==> src/rtl/fifo_rd_pkg.sv <==
// Shared constants and types for the FIFO read-side stream adapter.
package fifo_rd_pkg;

  localparam int unsigned DefDataWidth = 44;
  localparam int unsigned DefLastBit   = 43;
  localparam int unsigned DefCntWidth  = 16;

  // Prefetch buffer depth and the width of its occupancy count (0..3).
  localparam int unsigned BufDepth = 3;
  localparam int unsigned OccWidth = 2;

  typedef logic [OccWidth-1:0] occ_t;

endpackage

==> src/rtl/fifo_rd_prefetch_buf.sv <==
// In-order prefetch buffer: entry 0 is always the oldest word and is
// presented directly from its register. A pop shifts the entries down and a
// push lands at the first free slot after any pop in the same cycle.
module fifo_rd_prefetch_buf
  import fifo_rd_pkg::*;
#(
  parameter int unsigned c_DATA_WIDTH = DefDataWidth
) (
  input  logic                    clk,
  input  logic                    rst_n,
  input  logic                    push,
  input  logic [c_DATA_WIDTH-1:0] wr_data,
  input  logic                    pop,
  output logic [c_DATA_WIDTH-1:0] data,
  output occ_t                    occ
);

  logic [c_DATA_WIDTH-1:0] mem_q [BufDepth];
  logic [c_DATA_WIDTH-1:0] mem_d [BufDepth];
  occ_t                    occ_q, occ_d, wr_idx;

  // Next-state: shift on pop, then write at the post-pop tail.
  always_comb begin
    mem_d  = mem_q;
    wr_idx = occ_q - occ_t'(pop);
    if (pop) begin
      for (int unsigned i = 0; i < BufDepth - 1; i++) begin
        mem_d[i] = mem_q[i+1];
      end
      mem_d[BufDepth-1] = '0;
    end
    if (push) begin
      mem_d[wr_idx] = wr_data;
    end
    occ_d = occ_q + occ_t'(push) - occ_t'(pop);
  end

  // Storage and occupancy registers.
  always_ff @(posedge clk or negedge rst_n) begin
    if (!rst_n) begin
      mem_q <= '{default: '0};
      occ_q <= '0;
    end else begin
      mem_q <= mem_d;
      occ_q <= occ_d;
    end
  end

  assign data = mem_q[0];
  assign occ  = occ_q;

endmodule

==> src/rtl/fifo_rd_stream_adapter.sv <==
// Adapts a 1-cycle-latency FIFO read port to a valid/ready stream. Reads are
// issued only while the prefetch buffer plus the in-flight read leave room,
// so the buffer can never overflow and m_ready has no path to rd_en.
module fifo_rd_stream_adapter
  import fifo_rd_pkg::*;
#(
  parameter int unsigned c_DATA_WIDTH = DefDataWidth,
  parameter int unsigned c_LAST_BIT   = DefLastBit,
  parameter int unsigned c_CNT_WIDTH  = DefCntWidth
) (
  input  logic                    rd_clk,
  input  logic                    rd_rst_n,
  input  logic                    en,
  output logic                    rd_en,
  input  logic [c_DATA_WIDTH-1:0] rd_data,
  input  logic                    rd_empty,
  output logic                    rd_oce,
  output logic [c_DATA_WIDTH-1:0] m_data,
  output logic                    m_valid,
  output logic                    m_last,
  input  logic                    m_ready,
  output logic [c_CNT_WIDTH-1:0]  word_cnt,
  output logic [c_CNT_WIDTH-1:0]  frame_cnt
);

  logic                   infl_q;
  occ_t                   occ;
  logic                   xfer;
  logic [c_CNT_WIDTH-1:0] word_cnt_q, frame_cnt_q;

  assign rd_oce = 1'b1;

  // Issue depends only on registered occupancy; reset forces it low at once.
  assign rd_en = rd_rst_n & en & ~rd_empty &
                 ((3'(occ) + 3'(infl_q)) <= 3'(BufDepth - 1));

  assign m_valid = (occ != '0);
  assign m_last  = m_data[c_LAST_BIT];
  assign xfer    = m_valid & m_ready;

  fifo_rd_prefetch_buf #(
    .c_DATA_WIDTH(c_DATA_WIDTH)
  ) u_buf (
    .clk    (rd_clk),
    .rst_n  (rd_rst_n),
    .push   (infl_q),
    .wr_data(rd_data),
    .pop    (xfer),
    .data   (m_data),
    .occ    (occ)
  );

  // Track the read issued last cycle; its data is captured this cycle.
  always_ff @(posedge rd_clk or negedge rd_rst_n) begin
    if (!rd_rst_n) begin
      infl_q <= 1'b0;
    end else begin
      infl_q <= rd_en;
    end
  end

  // Wrapping transfer and end-of-frame counters.
  always_ff @(posedge rd_clk or negedge rd_rst_n) begin
    if (!rd_rst_n) begin
      word_cnt_q  <= '0;
      frame_cnt_q <= '0;
    end else if (xfer) begin
      word_cnt_q <= word_cnt_q + 1'b1;
      if (m_last) begin
        frame_cnt_q <= frame_cnt_q + 1'b1;
      end
    end
  end

  assign word_cnt  = word_cnt_q;
  assign frame_cnt = frame_cnt_q;

endmodule

==> config.mk <==
export PLATFORM = sky130hd
export DESIGN_NAME = fifo_rd_stream_adapter
export DESIGN_NICKNAME = d
export VERILOG_FILES = /design/src/rtl/fifo_rd_pkg.sv /design/src/rtl/fifo_rd_prefetch_buf.sv /design/src/rtl/fifo_rd_stream_adapter.sv
export SDC_FILE = /design/constraint.sdc
export NUM_CORES = 1
export LEC_CHECK = 0
export BUFFER_PORTS_ARGS = -buffer_cell sky130_fd_sc_hd__buf_2
export CAP_MARGIN = 30
export CELL_PAD_IN_SITES_DETAIL_PLACEMENT = 0
export CELL_PAD_IN_SITES_GLOBAL_PLACEMENT = 1
export CORE_UTILIZATION = 39
export DETAILED_ROUTE_END_ITERATION = 16
export PLACE_DENSITY_LB_ADDON = 0.1
export SLEW_MARGIN = 5
export SYNTH_ARGS = -nofsm -noshare
export SYNTH_HDL_FRONTEND = slang
export SYNTH_SLANG_ARGS = --single-unit
==> constraint.sdc <==
create_clock -name rd_clk -period 3.5 [get_ports rd_clk]
set_input_delay 0.525 -clock rd_clk [delete_from_list [all_inputs] [get_ports rd_clk]]
set_output_delay 0.525 -clock rd_clk [all_outputs]
set_load 0.02 [all_outputs]
## Yosys cells after proc, flatten, opt, wreduce, memory -nomap -nowiden

Index checks and enable logic that the tools add are counted.

- Flip-flop bits (word level): 167
- Word-level logic and storage cells: 30
- Input bits: 49

- Magnitude comparators: 3
- $add $sub $neg: 6
- Multiplexer cells: 5
- Bitwise gates (word level): 6
- Reductions and logical operators: 3

Operators by type and width:

| cell | number |
|---|---|
| 132-bit 2-to-1 mux | 2 |
| 132-bit bitwise mux | 1 |
| 44-bit demux with 2-bit select | 1 |
| 44-bit 2-to-1 mux | 1 |
| 16-bit by 1-bit adder with 16-bit output (second input constant) | 2 |
| 1-bit bitwise AND | 4 |
| 2-bit by 1-bit subtractor with 2-bit output | 2 |
| 2-bit by 1-bit adder with 3-bit output | 1 |
| 3-bit >= comparator (second input constant) | 1 |
| 3-bit by 2-bit <= comparator with 1-bit output (second input constant) | 1 |
| 3-bit by 1-bit less-than comparator with 1-bit output (second input constant) | 1 |
| 2-bit NOT with 3-bit output | 1 |
| 2-bit by 1-bit adder with 2-bit output | 1 |
| 2-bit AND reduction | 1 |
| 2-bit nonzero test | 1 |
| 1-bit logical AND | 1 |
| 1-bit NOT | 1 |

## Depth between registers and ports, before layout

Gate-level depths: netlist of run 1.

- Depth in word-level cells: 10
- Gate-level depth with buffers: 7
- Mapped depth without buffers: 5

## Modules after synthesis

Synthesis of run 1 repeated with hierarchy kept, for this count alone.

- Cells, all modules: 712
- Area total of the unflattened synthesis: 8172.8 sq um

Modules (own cells, without submodules):

| module | times used | cells an instance | seq. area each (sq um) | area each (sq um) |
|---|---|---|---|---|
| fifo_rd_prefetch_buf | 1 | 581 | 3353.2 | 6597.6 |
| fifo_rd_stream_adapter | 1 | 131 | 825.8 | 1575.3 |

## Worst setup path before layout of run 1

Ideal clock, no wire load.

- Kind: register to output
- Start point: reg u_buf.occ_q[0], in the netlist u_buf.occ[0]
- End point: out rd_en
- Arrival time: 1.478 ns
- Buffers on the path: 0
- Cell stages (with the launch flop): 6
- Required time: 2.975 ns
- Path slack: 1.497 ns
- Path through: dfrtp_1 ha_1 inv_1 ha_1 a21oi_1 nor3_1

- Cells in the longest elaborated chain, start to end: 3

RTL lines:

| what | line | text |
|---|---|---|
| start: declaration | fifo_rd_prefetch_buf.sv:20 | `occ_t occ_q, occ_d, wr_idx;` |
| start signal: assignment | fifo_rd_prefetch_buf.sv:42 | `occ_q <= '0;` |
| start signal: assignment | fifo_rd_prefetch_buf.sv:45 | `occ_q <= occ_d;` |
| 2-bit by 1-bit adder with 3-bit output | fifo_rd_stream_adapter.sv:35 | `((3'(occ) + 3'(infl_q)) <= 3'(BufDepth - 1));` |
| 3-bit by 2-bit <= comparator with 1-bit output | fifo_rd_stream_adapter.sv:35 |  |
| 1-bit bitwise AND | fifo_rd_stream_adapter.sv:34 | `assign rd_en = rd_rst_n & en & ~rd_empty &` |
| end: declaration | fifo_rd_stream_adapter.sv:14 | `output logic rd_en,` |

Every way passes these cells.

## Worst setup path in the final report of run 1

Ends and elaborated chain as after synthesis.

==> results of run 1 <==
==> cell type report <==
| cell class | instances | share of cell area [%] |
|---|---|---|
| Sequential cell | 167 | 47.76 |
| Multi-Input combinational cell | 551 | 33.40 |
| Timing Repair Buffer | 138 | 8.707 |
| Clock buffer | 19 | 5.061 |
| Tap cell | 260 | 3.717 |
| Clock inverter | 13 | 1.230 |
| Inverter | 3 | 0.1287 |
==> through the flow <==
| step | util (%) | cells | setup slack [ns] |
|---|---|---|---|
| floorplan | - | 814 | 1.497 |
| global placement | 43.16 | 1118 | 1.061 |
| detailed placement | 43.26 | 1119 | 1.269 |
| CTS | 46.17 | 1151 | 0.8948 |
| global route | 46.17 | 1151 | 0.7993 |
| finish | 46.17 | 1151 | 0.9497 |
==> routing by layer <==
layer | track usage [%] | vias up | wire (µm)
li1 | - | 2777 | -
met1 | 23.23 | 2733 | 7860
met2 | 27.72 | 120 | 7765
met3 | 3.679 | 19 | 683
met4 | 6.169 | 2 | 194
met5 | 0 | - | 8
==> cells by family (layout without fill, tap and decap cells) <==
kind of cell	after synthesis	count (layout)	synth area share, %
buf+inv	96	173	7.289
fa+ha+maj	6	6	0.9850
compound gates	137	137	9.801
simple gates	331	331	17.55
flops	167	167	54.84
mux	45	45	5.927
xor+xnor	31	31	3.563
other cells	1	1	0.04921
==> worst max-delay path: cells and delay by family (launching register included) <==
| family | cells | cell delay [ns] |
|---|---|---|
| flops | 1 | 0.51 |
| buf+inv | 2 | 0.28 |
| fa+ha+maj | 2 | 0.52 |
| simple gates | 1 | 0.24 |
| compound gates | 1 | 0.07 |
==> power by group through the flow <==
stage	clock network (mW)	registers, mW	logic (mW)
after detailed placement	0	2.80	1.50
after floorplan	0	2.75	1.27
after CTS	1.81	2.77	1.50
after global placement	0	2.78	1.46
after global routing	1.89	2.84	1.65
final	1.75	2.77	1.48
==> worst min-delay path by stage <==
stage	start	to	slack, ns	cells past startpoint
final	rd_rst_n	u_buf.mem_q[55]	0.27	2
after global routing	rd_empty	infl_q	0.27	2
after CTS	rd_empty	infl_q	0.27	2
after detailed placement	frame_cnt[15]	frame_cnt[15]	0.46	1
after global placement	frame_cnt[15]	frame_cnt[15]	0.45	1
after floorplan	rd_rst_n	frame_cnt[0]	0.23	0
==> layout by cell type (no fill, tap or decap), types with 4 or more instances in the layout <==
cell type	Yosys	layout
nand3_1	8	8
buf_4	45	8
nand4_1	6	6
nor3_1	4	4
clkbuf_16	0	17
buf_2	21	126
a31oi_1	44	44
clkinv_4	0	4
nand2_1	241	241
dfrtp_1	167	167
clkinv_2	0	7
xor2_1	9	9
nor2_1	56	56
xnor2_1	22	22
mux2i_1	44	44
o21ai_0	85	85
ha_1	6	6
==> sequential cells by signal, indices dropped and copies added, names as in the netlist <==
register     count
frame_cnt       16
infl_q           1
u_buf.data      44
u_buf.mem_q     88
u_buf.occ        2
word_cnt        16
==> out/qor.yml, run 1 <==
run_status:
  status: "complete, no violations"
synthesis:
  syn_inst: 814
  yosysMostFrequentCell: "nand2_1"
  synth-edff-count: 0
  synth.avg_cell_area_um2: 9.362
  synth_top_area_share_pct: 54.84
  yosysWarnings: 0
  synth_top_cell_by_area: "dfrtp_1"
  yosys_register_bits: 167
  syn_area_mm2: 0.007621
  synth.top_cells.by_area: "dfrtp_1, nand2_1, mux2i_1, o21ai_0, buf_4"
  synth.distinct_cells: 35
  synthArstFlopShare_pct: 100.0
  synthTopCellsByCount: "nand2_1, dfrtp_1, o21ai_0"
  synth-seq-area-share_pct: 54.84
  synthFlopType: "dfrtp_1"
  syn_nets: 869
clocking:
  postCtsResizedCells: 0
  cts_buffer_depth: 2
  cts_buffers: 17
  clk_latency_ns: 0.42
  cts.sinks: 167
  htree_levels: 4
  cts.clk_slew.worst_paths_ns: 0.06
  hold_buffers: 0
  cts_tree: "built"
  cts-root-buf: "clkbuf_16"
  cts_setup_buffers: 0
detailed_routing:
  vias: 5651
  drt_iter0_drc: 325
  totalWireLength_um: 16510
  via_per_inst: 4.910
  drc: 0
  antenna_left: 0
  firstDrtPassIters: 5
  wire_per_inst_um: 14.35
sta:
  hold_viol: 0
  fin_crit_sh_pct: 72.87
  tns_ns: 0
  grt_setup_unrepaired: "no"
  fmax_mhz: 392.1
  fin_skew_ns: 0.006197
  relSlewSlack_pct: 38.38
  maxSlewViolCount: 0
  worst_slew_pin_slew_ns: 0.9242
  finalSetupViolCount: 0
  min_period_ns: 2.550
  whs_ns: 0.2683
setup_path:
  cpMaxStageDelayCell: "dfrtp_1"
  critical_path_arrival_ns: 2.03
  slowest_delay_ns: 0.51
  required_ns: 2.97
  crit_chain: "ha_1 -> inv_1 -> ha_1 -> a21oi_1 -> nor3_1 -> buf_2"
  crit_path_frequent_cell: "ha_1"
  timing.rr.start: "u_buf.occ[1]"
  startpoint: "u_buf.occ[0]"
  endpoint: "rd_en"
  ff2ff_path_depth: 5
  rr_endpoint: "u_buf.mem_q[61]"
  path_class: "flop to output pin"
  reg2reg_setup_slack_ns: 1.29
  startpoint_type: "flop"
  crit_fanout: 9
  end_kind: "output pin"
grt:
  grt_usage_pct: 17.32
  grt_pass1_wl_um: 27330
  grt-ovfl-total: 0
  antenna_found_initial: 1
  grt_max_degree: 168
  grt_pass1_vias: 5401
placed_design:
  portBuffers: 127
  place_hpwl_um: 10480
  dpl-instance-area_mm2: 0.008200
  gp_congestion: 0.7394
layout:
  flow.area_growth_from_synthesis_pct: 14.83
  multiInputGateArea_mm2: 0.002923
  layout-drive-gt1-share_pct: 19.87
  fillers: 1805
  fin_nets: 933
  postLayoutCellArea_mm2: 0.008751
  seqCellArea_mm2: 0.004179
  antenna_cells: 0
die:
  die_x_um: 141.8
  dieArea_mm2: 0.02010
  die_h_um: 141.8
  core_area_mm2: 0.01896
  initial_utilization_pct: 40.20
  ios: 129
  rows: 50
hold_path:
  hold_path_class: "input pin to async pin"
flow_run:
  max_cap_violations: 0
power:
  switching_share_pct: 33.41
  p_per_area_mw_per_mm2: 685.7
  comb_power_share_pct: 24.7
  p_clk_share_pct: 29.2
  power_switching_mw: 2.005
  p_leak_nw: 4.358
  pwr-share-seq_pct: 46.1
  power.internal_mw: 3.995
  total_power_mw: 6.001
  ir_drop_v: 0.0003341
No activity file was read; power rests on OpenSTA's default activity.
==> inputs of run 2 (changes only) <==
==> constraint.sdc (replaced) <==
create_clock -name rd_clk -period 2.17 [get_ports rd_clk]
set_input_delay 0.3255 -clock rd_clk [delete_from_list [all_inputs] [get_ports rd_clk]]
set_output_delay 0.3255 -clock rd_clk [all_outputs]
set_load 0.02 [all_outputs]
==> run 2 against run 1 <==
Net effect:
- power increased by 66%
- routed wire length increased by 1.4%
- clock-buffer cell count increased by 2
- worst hold slack got worse by 0.19 ns
- worst setup slack got worse by 0.87 ns
- clock skew increased by 0.0025 ns
- combinational power increased by 64%
- via count increased by 0.53%
- clock power increased by 78%
- sequential share of layout area decreased by 0.87 points
- critical path depth unchanged
- global-route usage increased by 0.50 points
==> out/qor.yml, run 2 (same netlist as run 1, synthesis figures left out) <==
run_status:
  status: "complete, no violations"
setup_path:
  path_class: "flop to output pin"
  required_ns: 1.84
  ff2ff_path_depth: 5
  end_kind: "output pin"
  critPathTopFamily: "flip-flops"
  crit_chain: "ha_1 -> inv_1 -> ha_1 -> a21oi_1 -> nor3_2 -> buf_4"
  slowest_delay_ns: 0.45
  cpMaxStageDelayCell: "dfrtp_2"
  startpoint_type: "flop"
  crit_path_frequent_cell: "ha_1"
  worst-path-buf-inv: 2
  critical_path_arrival_ns: 1.76
  path_depth: 6
  crit_fanout: 5
die:
  dieArea_mm2: 0.02010
  ios: 129
  die_h_um: 141.8
  die_x_um: 141.8
  rows: 50
  initial_utilization_pct: 40.20
  core_area_mm2: 0.01896
sta:
  min_period_ns: 2.086
  relSlewSlack_pct: 53.58
  grt_setup_unrepaired: "no"
  finalSetupViolCount: 0
  tns_ns: 0
  worst_slew_pin_slew_ns: 0.6963
  maxSlewViolCount: 0
  fin_skew_ns: 0.008687
  fmax_mhz: 479.5
  hold_viol: 0
  fin_crit_sh_pct: 96.11
detailed_routing:
  totalWireLength_um: 16740
  via_per_inst: 4.910
  wire_per_inst_um: 14.46
  drc: 0
  drt_iter0_drc: 317
  vias: 5681
  firstDrtPassIters: 4
  antenna_left: 0
clocking:
  cts.clk_slew.worst_paths_ns: 0.06
  cts_tree: "built"
  cts_buffer_depth: 2
  cts-root-buf: "clkbuf_16"
  cts_buffers: 17
  cts.sinks: 167
  htree_levels: 4
  clk_latency_ns: 0.42
layout:
  largest_register_ffs: 88
  fin_nets: 938
  flow.area_growth_from_synthesis_pct: 17.06
  final-instance-count-excl-fill: 1157
  final_cell_mix: "nand2_1, dfrtp_1, buf_2"
  max_flop_register: "u_buf.mem_q"
  layout-drive-gt1-share_pct: 20.54
  layout_commonest_cell: "nand2_1"
placed_design:
  portBuffers: 127
  dpl.cell_count: 1121
  gp_congestion: 0.7533
  place_hpwl_um: 10500
grt:
  grt_usage_pct: 17.83
  busiest_layer: "met2"
  grt_pass1_vias: 5538
  antenna_found_initial: 0
  grt_max_degree: 89
  grt-ovfl-total: 0
  grtUsageMet2_pct: 28.34
  grt_pass1_wl_um: 28090
  grt_util_met3_pct: 3.814
  grtUsageMet1_pct: 23.75
hold_path:
  hold_path_class: "input pin to flop"
  holdPathStages: 2
power:
  ir_drop_v: 0.0005540
  p_leak_nw: 4.413
  total_power_mw: 9.983
  p_per_area_mw_per_mm2: 1119
flow_run:
  max_cap_violations: 0
run 2: changes by cell type in the layout (fill, tap and decap cells not counted), moves of 2 or more:
| cell | previous run | this run |
|---|---|---|
| buf_12 | 3 | 6 |
| bufinv_16 | 1 | 3 |
| clkinv_2 | 7 | 2 |
| clkinvlp_4 | 1 | 3 |
| dfrtp_1 | 167 | 164 |
| dfrtp_2 | 0 | 3 |
run 2: where the power goes:
group / internal (mW) / switching, mW
Sequential: 3.93 / 0.513
Clock: 1.87 / 1.24
Combinational: 0.937 / 1.49
run 2: timing repair:
item / 4_1_cts / 5_1_grt
endpoints found under the hold margin: 4 / 0
buffers inserted: 1 / 0
pin swaps: 1 / 0
setup endpoints to repair: 1 / 1
hold buffers: 1 / 0
cloned: 0 / 0
gates resized for setup: 4 / 1
run 2: worst paths after layout:
kind | start | end | slack [ns]
max | infl_q | rd_en | 0.08
min | rd_empty | infl_q | 0.08
max reg2reg | u_buf.occ[0] | u_buf.mem_q[4] | 0.40
min reg2reg | frame_cnt[15] | frame_cnt[15] | 0.47
max in group asynchronous | rd_rst_n | u_buf.mem_q[69] | 1.02
min in group asynchronous | rd_rst_n | u_buf.data[11] | 0.27
run 2: metal layers:
layer / up-vias / share of wire, % / routed length, µm
met1: 2754 / 48 / 8025
met4: 0 / 1.6 / 270
met2: 121 / 46 / 7705
met3: 17 / 4.4 / 733
met5: - / 0 / 0
li1: 2789 / - / -
run 2: area by class of cell:
class / instances / area [µm²]
Fill cell: 1816 / 10030
Sequential cell: 167 / 4183
Multi-Input combinational cell: 551 / 2928
Timing Repair Buffer: 143 / 862.1
Clock buffer: 21 / 460.4
Tap cell: 260 / 325.3
Clock inverter: 11 / 148.9
Inverter: 3 / 11.26
Antenna cell: 1 / 2.502
run 2: stage by stage:
stage	worst slack, ns	area (µm²)	hold WS [ns]	utilization (%)
finish	0.08447	8921	0.07691	47.06
global route	0.005838	8919	0.06479	47.05
CTS	0.02658	8886	0.06091	46.88
detailed placement	0.3428	8253	0.1311	43.54
global placement	0.3707	8253	0.1315	43.54
floorplan	0.3670	7621	0.02991	-
run 2: worst reg2reg max path, stage by stage (launching register included):
cell	delay, ns
dfrtp_2	0.41
buf_4	0.17
nor2b_1	0.20
nor3_4	0.21
buf_4	0.44
o21ai_0	0.19
